File: config.mk
export PLATFORM = sky130hd
export DESIGN_NAME = urv_imem_wb_bridge
export DESIGN_NICKNAME = d
export VERILOG_FILES = /design/src/rtl/urv_imem_wb_bridge.sv
export SDC_FILE = /design/constraint.sdc
export NUM_CORES = 1
export LEC_CHECK = 0
export CAP_MARGIN = 20
export CORE_MARGIN = 1
export CORE_UTILIZATION = 50
export CTS_CLUSTER_SIZE = 10
export DETAILED_ROUTE_END_ITERATION = 10
export MAX_ROUTING_LAYER = met4
export PLACE_DENSITY_LB_ADDON = 0.08
export SYNTH_ARGS = -nofsm -noshare
export SYNTH_HDL_FRONTEND = slang
export SYNTH_SLANG_ARGS = --single-unit
File: constraint.sdc
create_clock -name clk_i -period 4.33 [get_ports clk_i]
set_input_delay 0.433 -clock clk_i [delete_from_list [all_inputs] [get_ports clk_i]]
set_output_delay 0.433 -clock clk_i [all_outputs]
set_load 0.02 [all_outputs]
File: src/rtl/urv_imem_wb_bridge.sv
// uRV instruction-fetch responder to pipelined Wishbone, one read in flight.
// Define URV_IMEM_PREFETCH_EN for a one-entry next-word prefetch buffer.
module urv_imem_wb_bridge #(
    parameter int g_wb_word_addr = 0,
    parameter int g_ack_timeout  = 0
) (
    input  logic        clk_i,
    input  logic        rst_i,
    input  logic [31:0] im_addr_i,
    input  logic        im_rd_i,
    output logic [31:0] im_data_o,
    output logic        im_valid_o,
    output logic [31:0] wb_adr_o,
    output logic        wb_cyc_o,
    output logic        wb_stb_o,
    output logic        wb_we_o,
    output logic [3:0]  wb_sel_o,
    input  logic [31:0] wb_dat_i,
    input  logic        wb_ack_i,
    input  logic        wb_stall_i
);

    typedef enum logic [1:0] {S_IDLE, S_ISSUE, S_WAIT, S_BACKOFF} state_t;

    localparam logic [15:0] TMO_LAST =
        16'((g_ack_timeout > 0) ? g_ack_timeout - 1 : 0);

    state_t      state_q, state_d;
    logic [29:0] cur_q, cur_d;
    logic [29:0] bus_q, bus_d;
    logic [31:0] data_q, data_d;
    logic        valid_q, valid_d;
    logic        cyc_q, cyc_d;
    logic        stb_q, stb_d;
    logic [15:0] tmo_q, tmo_d;

    logic [29:0] tgt;
    logic        chg;
    logic        kept;
    logic        hit;
    logic        tmo_hit;
    logic        unused_addr_lsb;

`ifdef URV_IMEM_PREFETCH_EN
    logic [29:0] pf_addr_q, pf_addr_d;
    logic [31:0] pf_data_q, pf_data_d;
    logic        pf_ok_q, pf_ok_d;
    logic        is_pf_q, is_pf_d;
`endif

    assign unused_addr_lsb = &{1'b0, im_addr_i[1:0]};

    always_comb begin
        tgt     = im_rd_i ? im_addr_i[31:2] : cur_q;
        chg     = (tgt != cur_q);
        kept    = valid_q && !chg;
        hit     = (bus_q == tgt);
        tmo_hit = (g_ack_timeout > 0) && (tmo_q >= TMO_LAST);

        state_d = state_q;
        cur_d   = tgt;
        bus_d   = bus_q;
        data_d  = data_q;
        valid_d = kept;
        cyc_d   = cyc_q;
        stb_d   = stb_q;
        tmo_d   = tmo_q;
`ifdef URV_IMEM_PREFETCH_EN
        pf_addr_d = pf_addr_q;
        pf_data_d = pf_data_q;
        pf_ok_d   = pf_ok_q;
        // a prefetch stays speculative unless the fetch moves elsewhere
        is_pf_d   = is_pf_q && (hit || !chg);
`endif

        unique case (state_q)
            S_IDLE: begin
                if (!kept) begin
                    state_d = S_ISSUE;
                    cyc_d   = 1'b1;
                    stb_d   = 1'b1;
                    bus_d   = tgt;
`ifdef URV_IMEM_PREFETCH_EN
                    pf_ok_d = 1'b0;
                    is_pf_d = 1'b0;
                    if (pf_ok_q && (pf_addr_q == tgt)) begin
                        data_d  = pf_data_q;
                        valid_d = 1'b1;
                        bus_d   = tgt + 30'd1;
                        is_pf_d = 1'b1;
                    end
`endif
                end
            end
            S_ISSUE: begin
                if (!wb_stall_i) begin
                    state_d = S_WAIT;
                    stb_d   = 1'b0;
                    tmo_d   = 16'd1;
                end
            end
            S_WAIT: begin
                if (wb_ack_i) begin
                    state_d = S_IDLE;
                    cyc_d   = 1'b0;
                    if (hit) begin
                        data_d  = wb_dat_i;
                        valid_d = 1'b1;
`ifdef URV_IMEM_PREFETCH_EN
                        state_d = S_ISSUE;
                        cyc_d   = 1'b1;
                        stb_d   = 1'b1;
                        bus_d   = tgt + 30'd1;
                        is_pf_d = 1'b1;
                        pf_ok_d = 1'b0;
`endif
                    end
`ifdef URV_IMEM_PREFETCH_EN
                    else if (is_pf_d) begin
                        pf_addr_d = bus_q;
                        pf_data_d = wb_dat_i;
                        pf_ok_d   = 1'b1;
                    end
`endif
                    else if (!kept) begin
                        state_d = S_ISSUE;
                        cyc_d   = 1'b1;
                        stb_d   = 1'b1;
                        bus_d   = tgt;
                    end
                end else if (tmo_hit) begin
                    state_d = S_BACKOFF;
                    cyc_d   = 1'b0;
                end else if (g_ack_timeout > 0) begin
                    tmo_d = tmo_q + 16'd1;
                end
            end
            S_BACKOFF: begin
                state_d = S_ISSUE;
                cyc_d   = 1'b1;
                stb_d   = 1'b1;
            end
            default: state_d = S_IDLE;
        endcase
    end

    always_ff @(posedge clk_i) begin
        if (rst_i) begin
            state_q <= S_IDLE;
            cur_q   <= '0;
            bus_q   <= '0;
            data_q  <= '0;
            valid_q <= 1'b0;
            cyc_q   <= 1'b0;
            stb_q   <= 1'b0;
            tmo_q   <= '0;
`ifdef URV_IMEM_PREFETCH_EN
            pf_addr_q <= '0;
            pf_data_q <= '0;
            pf_ok_q   <= 1'b0;
            is_pf_q   <= 1'b0;
`endif
        end else begin
            state_q <= state_d;
            cur_q   <= cur_d;
            bus_q   <= bus_d;
            data_q  <= data_d;
            valid_q <= valid_d;
            cyc_q   <= cyc_d;
            stb_q   <= stb_d;
            tmo_q   <= tmo_d;
`ifdef URV_IMEM_PREFETCH_EN
            pf_addr_q <= pf_addr_d;
            pf_data_q <= pf_data_d;
            pf_ok_q   <= pf_ok_d;
            is_pf_q   <= is_pf_d;
`endif
        end
    end

    assign im_data_o  = data_q;
    assign im_valid_o = valid_q;
    assign wb_adr_o   = (g_wb_word_addr != 0) ? {2'b00, bus_q} : {bus_q, 2'b00};
    assign wb_cyc_o   = cyc_q;
    assign wb_stb_o   = stb_q;
    assign wb_we_o    = 1'b0;
    assign wb_sel_o   = 4'hf;

endmodule

; Word level (Yosys, flattened, before mapping)
; Index checks and enable logic that the tools add are counted.
[word_totals]
register_bits = 97
inputBits = 69
out_inout_bits = 72
wordCells = 50
[classes]
n_eq_ne = 9
muxes = 24
n_reduce_logical = 10
[ops]
columns = cell, n
row1 = $mux 30, 4
row2 = $pmux 30 s2, 1
row3 = $eq 30x30->1, 1
row4 = $ne 30x30->1, 1
row5 = $reduce_and 3->1, 5
row6 = $mux 1, 13
row7 = $ne 2x2->1 const B, 4
row8 = $pmux 2 s4, 1
row9 = $mux 2, 3
row10 = $eq 2x2->1 const B, 2
row11 = $pmux 1 s4, 1
row12 = $pmux 1 s3, 1
row13 = $reduce_bool 3->1, 1
row14 = $eq 2x1->1 const B, 1
row15 = $logic_not 2->1, 1
row16 = $reduce_bool 2->1, 1
row17 = $logic_and 1x1->1, 1
row18 = $logic_not 1->1, 1

; Logic depth before layout (Yosys ltp)
; Gate-level depths: netlist (run 1).
[logic_depth]
depth_word = 8
ltp_mapped = 10

; Worst setup path before layout (run 1)
; Ideal clock, no wire load.
[synth_path]
kind = in2reg
startpoint = in im_rd_i
endpoint = reg bus_q[0]
arrival_time_ns = 2.427
path_slack_ns = 1.782
stages = 10
n_path_buf = 3
cell_sequence = buf_2 > buf_4 > mux2i_1 > xnor2_1 > nor3_1 > nand4_1 > nor2_1 > nor4b_2 > buf_2 > mux2_2
[synth_via]
elab_chain_cells = 8
[synth_rtl]
columns = item, line
row1 = "start, declared", 10  ; input logic im_rd_i,
row2 = $mux 30 *, 54  ; tgt = im_rd_i ? im_addr_i[31:2] : cur_q;
row3 = $ne 30x30->1, 55  ; chg = (tgt != cur_q);
row4 = $logic_not 1->1, 56  ; kept = valid_q && !chg;
row5 = $logic_and 1x1->1, 56
row6 = $mux 30, "78, 125"
row7 = $mux 30, 106  ; if (hit) begin
row8 = $mux 30, 103  ; if (wb_ack_i) begin
row9 = $pmux 30 s2, 76  ; unique case (state_q)
row10 = "end signal, assigned", 166  ; bus_q <= bus_d;
row11 = "end, declared", 30  ; logic [29:0] bus_q, bus_d;
; Mark *: on every way between the ends. The rest lies on a longest branch, timed or not. The select of a mux whose other input is x is not followed.
; A chain may end at the register's enable or synchronous reset.

; Worst setup path after layout (run 1)
[layout_path]
startpoint = in im_rd_i
endpoint = reg bus_q[5]
; Same word-level chain as after synthesis.

==> results of run 1 <==
-- worst reg2reg max path, stage by stage, from the launching register on --
cell	delay [ps]
sky130_fd_sc_hd__dfxtp_1	370
sky130_fd_sc_hd__mux2i_1	120
sky130_fd_sc_hd__xnor2_1	290
sky130_fd_sc_hd__nor4_1	120
sky130_fd_sc_hd__nand4_1	230
sky130_fd_sc_hd__nor2_1	160
sky130_fd_sc_hd__nor4b_4	870
sky130_fd_sc_hd__buf_4	420
sky130_fd_sc_hd__mux2_1	370
-- stage by stage --
| step | instances | util, % | cell area, um^2 | setup WS (ps) | hold slack (ps) |
|---|---|---|---|---|---|
| floorplan | 430 | - | 4378 | 1782 | 543.4 |
| global placement | 641 | 68.11 | 5680 | 595.5 | 471.1 |
| detailed placement | 641 | 68.11 | 5680 | 572.0 | 480.6 |
| CTS | 656 | 70.45 | 5876 | 922.3 | 503.6 |
| global route | 656 | 70.45 | 5876 | 708.1 | 533.1 |
| finish | 656 | 70.45 | 5876 | 910.2 | 496.4 |
-- how the worst max path moves through the flow --
stage | startpoint | slack, ps | to | cells after the start
floorplan | im_rd_i | 1780 | bus_q[0] | 10
global placement | im_rd_i | 600 | bus_q[17] | 10
detailed placement | im_rd_i | 570 | bus_q[24] | 10
CTS | im_rd_i | 920 | bus_q[5] | 10
global route | im_rd_i | 710 | bus_q[21] | 10
finish | im_rd_i | 910 | bus_q[5] | 10
-- layout make-up --
type	count	area (um^2)
Clock buffer	11	141.4
Clock inverter	4	53.80
Fill cell	663	2465
Inverter	9	33.78
Multi-Input combinational cell	295	2230
Sequential cell	97	1942
Tap cell	105	131.4
Timing Repair Buffer	135	1344
-- state kept, by name, summed over array words and instances, names as in the netlist --
name,flops
im_data_o,32
wb_cyc_o,1
state_q,2
cur_q,30
wb_stb_o,1
bus_q,30
im_valid_o,1
-- cells by family (layout without fill, tap and decap cells) --
logic type | count (synthesis) | count (layout) | share of synthesized area (%)
and+or+nand+nor | 127 | 127 | 14.61
DFF | 97 | 97 | 44.55
muxes | 92 | 92 | 22.16
xor gates and xnor gates | 54 | 54 | 10.85
buffers and inverters | 38 | 159 | 4.937
AOI/OAI and AO/OA | 15 | 15 | 2.727
other | 2 | 7 | 0.1723
-- synthesized netlist by cell type (all sizes together) --
master	number
nor4	9
nor4bb	1
inv	9
a32oi	1
a21oi	2
xnor2	51
nor2	66
mux2	30
a22o	1
nor2b	31
nand2	4
xor2	3
nor4b	1
mux2i	62
nand2b	4
dfxtp	97
o2111ai	1
a221oi	1
a211oi	4
clkbuf	11
conb	2
o21ba	1
o221ai	1
nand3	2
buf	18
nand4	6
o32ai	1
a31oi	1
nor3	3
a222oi	1
-- where the power goes --
group / total (uW) / internal, uW / switching, uW
clock network: 591 / 281 / 310
registers: 968 / 933 / 34.7
logic: 357 / 195 / 162
total: 1920 / 1410 / 506
-- metal layers --
layer  share of wire [%]  global-route usage (%)  vias to the layer above  routed length, um
met5                   0                       -                        -                  0
met4                0.83                   6.468                        0                 80
met3                 5.7                   5.183                       10                551
met2                  48                   35.54                       96               4658
met1                  45                   28.05                     1538               4321
li1                    -                       -                     1657                  -
-- cells in the final DEF (no fill, tap or decap), types with 2 or more instances in the layout --
cell                              instances
sky130_fd_sc_hd__a211oi_1                 4
sky130_fd_sc_hd__a21oi_1                  2
sky130_fd_sc_hd__buf_2                    2
sky130_fd_sc_hd__buf_4                    3
sky130_fd_sc_hd__clkbuf_8                10
sky130_fd_sc_hd__clkdlybuf4s50_1        129
sky130_fd_sc_hd__clkinvlp_4               2
sky130_fd_sc_hd__conb_1                   7
sky130_fd_sc_hd__dfxtp_1                 97
sky130_fd_sc_hd__inv_1                    9
sky130_fd_sc_hd__mux2_2                  29
sky130_fd_sc_hd__mux2i_1                 60
sky130_fd_sc_hd__mux2i_2                  2
sky130_fd_sc_hd__nand2_1                  4
sky130_fd_sc_hd__nand2b_1                 4
sky130_fd_sc_hd__nand3_1                  2
sky130_fd_sc_hd__nand4_1                  6
sky130_fd_sc_hd__nor2_1                  66
sky130_fd_sc_hd__nor2b_1                 31
sky130_fd_sc_hd__nor3_1                   2
sky130_fd_sc_hd__nor4_1                   9
sky130_fd_sc_hd__xnor2_1                 51
sky130_fd_sc_hd__xor2_1                   3
==> reports/summary.md, run 1 <==
* **outcome** complete, no violations
* **source-to-sink clock delay at the later pin of the worst-skew pair** 350 ps
* **cells after synthesis** 425
* **TritonCTS clock tree** built
* **arrival time at the worst endpoint** 3650 ps
* **sum of routed wire length over all layers** 9.611 mm
* **starting density of the core** 52.27%
* **first-pass GRT wire length** 15.07 mm
* **maximum number of pins on one net before global-route repair** 54
* **critical path launch point type** primary input
* **number of stages on the worst hold path** 2
* **hold-fix buffers at CTS** 0
* **number of port buffers** 131
* **Synth area leaders** sky130_fd_sc_hd__dfxtp_1 (45%), sky130_fd_sc_hd__mux2i_1 (14%), sky130_fd_sc_hd__xnor2_1 (10%)
* **core footprint** 0.008341 mm^2
* **number of max-capacitance violations reported** 0
* **Die Footprint** 0.009095 mm^2
* **Max Fanout on Critical Path** 22
* **remaining max-slew budget at the tightest pin** 34.18%
* **total global-route track usage** 22.23%
* **residual overflow from global routing** 0
* **Critical Path Slowest Stage Cell** sky130_fd_sc_hd__nor4b_4
* **post-synthesis to final-layout area growth** 34.79%
* **sink of the worst hold path** im_data_o[27]
* **number of global-route vias before repair** 3,230
* **clock sink count** 97
* **worst reg2reg startpoint** cur_q[23]
* **post-layout total power** 1916 uW
* **via count of the routed design** 3,301
* **initial antenna violation count** 0
* **count of warnings emitted by yosys** 0
* **Setup violations, final** 0
* **Reg2Reg Setup Slack** 1270 ps
* **cells traversed along the worst timing path** buf_2, buf_12, mux2i_1, xnor2_1, nor3_1, nand4_1, nor2_1, nor4b_4, buf_4, mux2_1
* **Routed Antenna Nets** 0
* **count of distinct cell types in the synthesized netlist** 36
* **most area-hungry cell type in the Yosys netlist** sky130_fd_sc_hd__dfxtp_1
* **Resize count post-CTS** 0
* **average footprint of a synthesized cell** 10.26 um^2
* **Reg2Reg Capture Point** bus_q[5]
* **final number of max-transition violations** 0
* **detail-routed via count per cell** 5.032
* **Post CTS Setup Buffer Count** 0
* **dpl hpwl** 6.943 mm
* **Die Span X** 95.37 um
* **largest vdd supply drop** 0.1692 mV
* **category of the most critical setup path** in2reg
* **count of TritonRoute iterations in the first routing pass** 4
* **portion of the post-synthesis area used by sequential elements** 44.55%
* **nets** 616
* **number of DRC markers after the initial detailed-route iteration** 107
* **RD Place Congestion** 0.7545
* **final critical-path required period** 3420 ps
* **maximum clock path buffer count** 2
* **Final Skew** 15.61 ps
* **Final Hold Violating Endpoints** 0
* **hold path startpoint** im_data_o[27]
* **buffers plus inverters on the worst setup path** 3
* **post-DR wirelength/cell** 14.65 um
* **Yosys top cell area share** 44.55%
* **clock-pin slew on the worst setup and hold paths** 90 ps
* **Clock Root Buffer** sky130_fd_sc_hd__clkbuf_8
* **cell family contributing the most delay on the critical path** simple AND/OR/NAND/NOR gates
* **number of buffers added by the clock tree synthesis step** 9
* **number of antenna diodes** 0
* **cell area after synthesis** 0.004359 mm^2
* **Fin Setup TNS** 0 ps
* **row count** 33
* **capturing element type of the critical path** flip-flop
* **count of pins on the block boundary** 141
* **Data required, critical path** 4560 ps
* **Hold Path Class** reg2reg
* **slew of the pin with the lowest slew margin** 983.2 ps
* **RSZ-0062 raised after global routing** false
* **Static Leak** 0.002192 uW
* **highest achievable clock rate** 292.4 MHz
* **period utilization** 78.98%
* **power density over cell area** 326.1 mW/mm^2
* **Max stage delay on crit path** 870 ps
* **CTS H-tree depth** 3
* **flop and latch count out of synthesis** 97
* **proportion of layout cells with a drive suffix above 1** 9.800%
* **cells on worst reg2reg path** 8
* **die height** 95.37 um
* **post-detailed-route DRC marker count** 0
Power figures use the tool's default switching activity.
==> run 2: changes to the inputs <==
CORE_UTILIZATION = 42   (was 50)
clock period = 3 ns   (was 4.33 ns; I/O delays follow)
==> run 2 against run 1 <==
Against the previous run: via count rose by 1.7%; sequential power increased by 45%; first-iteration DRC count fell by 7.5%; largest cell class unchanged; largest power group unchanged; highest routed layer unchanged.
==> reports/summary.md, run 2 (synthesis results as in run 1) <==
* **outcome** complete, no violations
* **part of the total power dissipated in combinational logic** 20.3%, +1.7 points
* **cell area after placement** 0.005883 mm^2, +3.6%
* **sequential group share of total power** 51.4%, +0.9 points
* **Max stage delay on crit path** 750 ps, -120 ps
* **number of max-capacitance violations reported** 0, unchanged
* **final critical-path required period** 2571 ps
* **Routed Antenna Nets** 0, unchanged
* **TritonCTS clock tree** built
* **first-pass GRT wire length** 16.45 mm, +9.2%
* **number of flip-flops under the largest register name** 32, unchanged
* **residual overflow from global routing** 0, unchanged
* **FF/Latch Area** 0.001942 mm^2, unchanged
* **Final Hold Violating Endpoints** 0, unchanged
* **Final Skew** 13.97 ps, -1.640 ps
* **initial antenna violation count** 0, unchanged
* **RSZ-0062 raised after global routing** false
* **hold_ws** 374.4 ps, -122.0 ps
* **dpl hpwl** 7.350 mm, +5.9%
* **final number of max-transition violations** 0, unchanged
* **internal portion of total power** 1963 uW, +39%
* **source-to-sink clock delay at the later pin of the worst-skew pair** 360 ps, about the same
* **post-DR wirelength/cell** 14.33 um, -2.2%
* **number of stages on the worst hold path** 3, +1
* **most frequent cells in the layout** sky130_fd_sc_hd__clkdlybuf4s50_1 (129), sky130_fd_sc_hd__dfxtp_1 (97), sky130_fd_sc_hd__nor2_1 (66)
* **number of global-route vias before repair** 3,410, +5.6%
* **largest vdd supply drop** 0.2572 mV, +52%
* **slew of the pin with the lowest slew margin** 831.8 ps, -151.4 ps
* **highest achievable clock rate** 388.9 MHz
* **clock sink count** 97, unchanged
* **remaining max-slew budget at the tightest pin** 44.31%, +10 points
* **RD Place Congestion** 0.8050, +6.7%
* **number of DRC markers after the initial detailed-route iteration** 99, -7.5%
* **Filler Cells Inserted** 860, +30%
* **starting density of the core** 43.99%, -8.3 points
* **number of port buffers** 131, unchanged
* **number of antenna diodes** 0, unchanged
* **count of pins on the block boundary** 141, unchanged
* **row count** 36, +9.1%
* **critical path launch point type** primary input
* **power density over cell area** 449.0 mW/mm^2, +38%
* **Resize count post-CTS** 0, unchanged
* **maximum number of pins on one net before global-route repair** 98, +81%
* **switching power** 754.6 uW, +49%
* **period utilization** 85.71%
* **proportion of layout cells with a drive suffix above 1** 12.01%, +2.2 points
* **detail-routed via count per cell** 4.803, -4.6%
* **final instance area** 0.006053 mm^2, +3.0%
* **Static Leak** 0.002271 uW, +3.6%
* **sum of routed wire length over all layers** 10.02 mm, +4.2%
* **area used by multi-input combinational logic** 0.002230 mm^2, unchanged
* **least setup slack across all paths after layout** 428.8 ps, -481.4 ps
* **arrival time at the worst endpoint** 2810 ps, -840 ps
* **category of the most critical setup path** in2reg
* **Clk network pwr share** 28.3%, -2.5 points
* **CTS H-tree depth** 3, unchanged
* **hold-fix buffers at CTS** 0, unchanged
* **total global-route track usage** 19.57%, -2.7 points
* **Hold Path Class** in2reg
* **Die Footprint** 0.01079 mm^2, +19%
* **nets** 630, +2.3%
* **count of TritonRoute iterations in the first routing pass** 4, unchanged
* **Clock Root Buffer** sky130_fd_sc_hd__clkbuf_8
* **number of buffers added by the clock tree synthesis step** 9, unchanged
* **core footprint** 0.009910 mm^2, +19%
* **Max Fanout on Critical Path** 10, -55%
* **switching share of total power** 27.76%, +1.3 points
* **Setup violations, final** 0, unchanged
* **post-layout total power** 2718 uW, +42%
* **post-synthesis to final-layout area growth** 38.86%
* **Setup Slack @ Placement** 44.40 ps, -527.6 ps
* **clock-pin slew on the worst setup and hold paths** 90 ps, about the same
* **capturing element type of the critical path** flip-flop
* **post-detailed-route DRC marker count** 0, unchanged
* **die height** 103.9 um, +8.9%
* **Data required, critical path** 3240 ps, -1320 ps
* **most common cell after layout, fill and taps aside** sky130_fd_sc_hd__clkdlybuf4s50_1
* **via count of the routed design** 3,357, +1.7%
* **cells traversed along the worst timing path** clkdlybuf4s50_1, mux2i_1, xnor2_1, nor4_1, nand4_1, nor2_1, nor4b_4, buf_12, mux2_2
* **maximum clock path buffer count** 2, unchanged
* **Die Span X** 103.9 um, +8.9%
* **Fin Setup TNS** 0 ps, unchanged
* **Post CTS Setup Buffer Count** 0, unchanged
* **Critical Path Slowest Stage Cell** sky130_fd_sc_hd__nor4b_4
* **cells on worst reg2reg path** 8, unchanged
-- run 2: cell count changes in the layout (fill, tap and decap cells not counted) --
cell                         delta
sky130_fd_sc_hd__buf_4          +9
sky130_fd_sc_hd__buf_12         +5
sky130_fd_sc_hd__inv_6          +2
sky130_fd_sc_hd__bufinv_16      -1
sky130_fd_sc_hd__clkbuf_1       +1
sky130_fd_sc_hd__clkbuf_8       -1
sky130_fd_sc_hd__clkinv_2       +1
sky130_fd_sc_hd__clkinvlp_4     -1
-- run 2: cell type report --
type,instances,share of cell area (%)
Timing Repair Buffer,149,24.97
Multi-Input combinational cell,295,36.83
Tap cell,133,2.749
Sequential cell,97,32.08
Clock buffer,11,2.170
Inverter,9,0.5581
Clock inverter,5,0.6408
-- run 2: routing by layer --
metal  GRT usage [%]  part of all wire, %  wire length, um
met2           31.71                   47             4742
met3           5.388                  6.2              620
met5               -                    0                0
met4           6.735                  1.3              131
met1           23.40                   45             4523
-- run 2: worst paths after layout --
check           startpoint       endpoint  slack [ps]
max          im_addr_i[18]      bus_q[21]         430
min                im_rd_i      cur_q[23]         370
max reg2reg      cur_q[23]      bus_q[21]         510
min reg2reg  im_data_o[11]  im_data_o[11]         500
-- run 2: critical path: cells and delay by family --
family | cells | cell delay (ps)
AND/OR/NAND/NOR | 4 | 1060
XOR/XNOR | 1 | 280
multiplexers | 2 | 440
buffers and inverters | 2 | 720
-- run 2: metrics by stage --
stage	cells	utilization, %
global route	699	61.09
detailed placement	683	59.37
finish	699	61.09
CTS	699	61.09
floorplan	430	-
global placement	683	59.37
-- run 2: power by group through the flow --
stage          combinational (uW)  sequential, uW  clock (uW)
2_1_floorplan                 271            1460           0
3_3_place_gp                  549            1430           0
3_5_place_dp                  554            1430           0
4_1_cts                       557            1400         796
5_1_grt                       592            1410         849
6_report                      552            1400         769
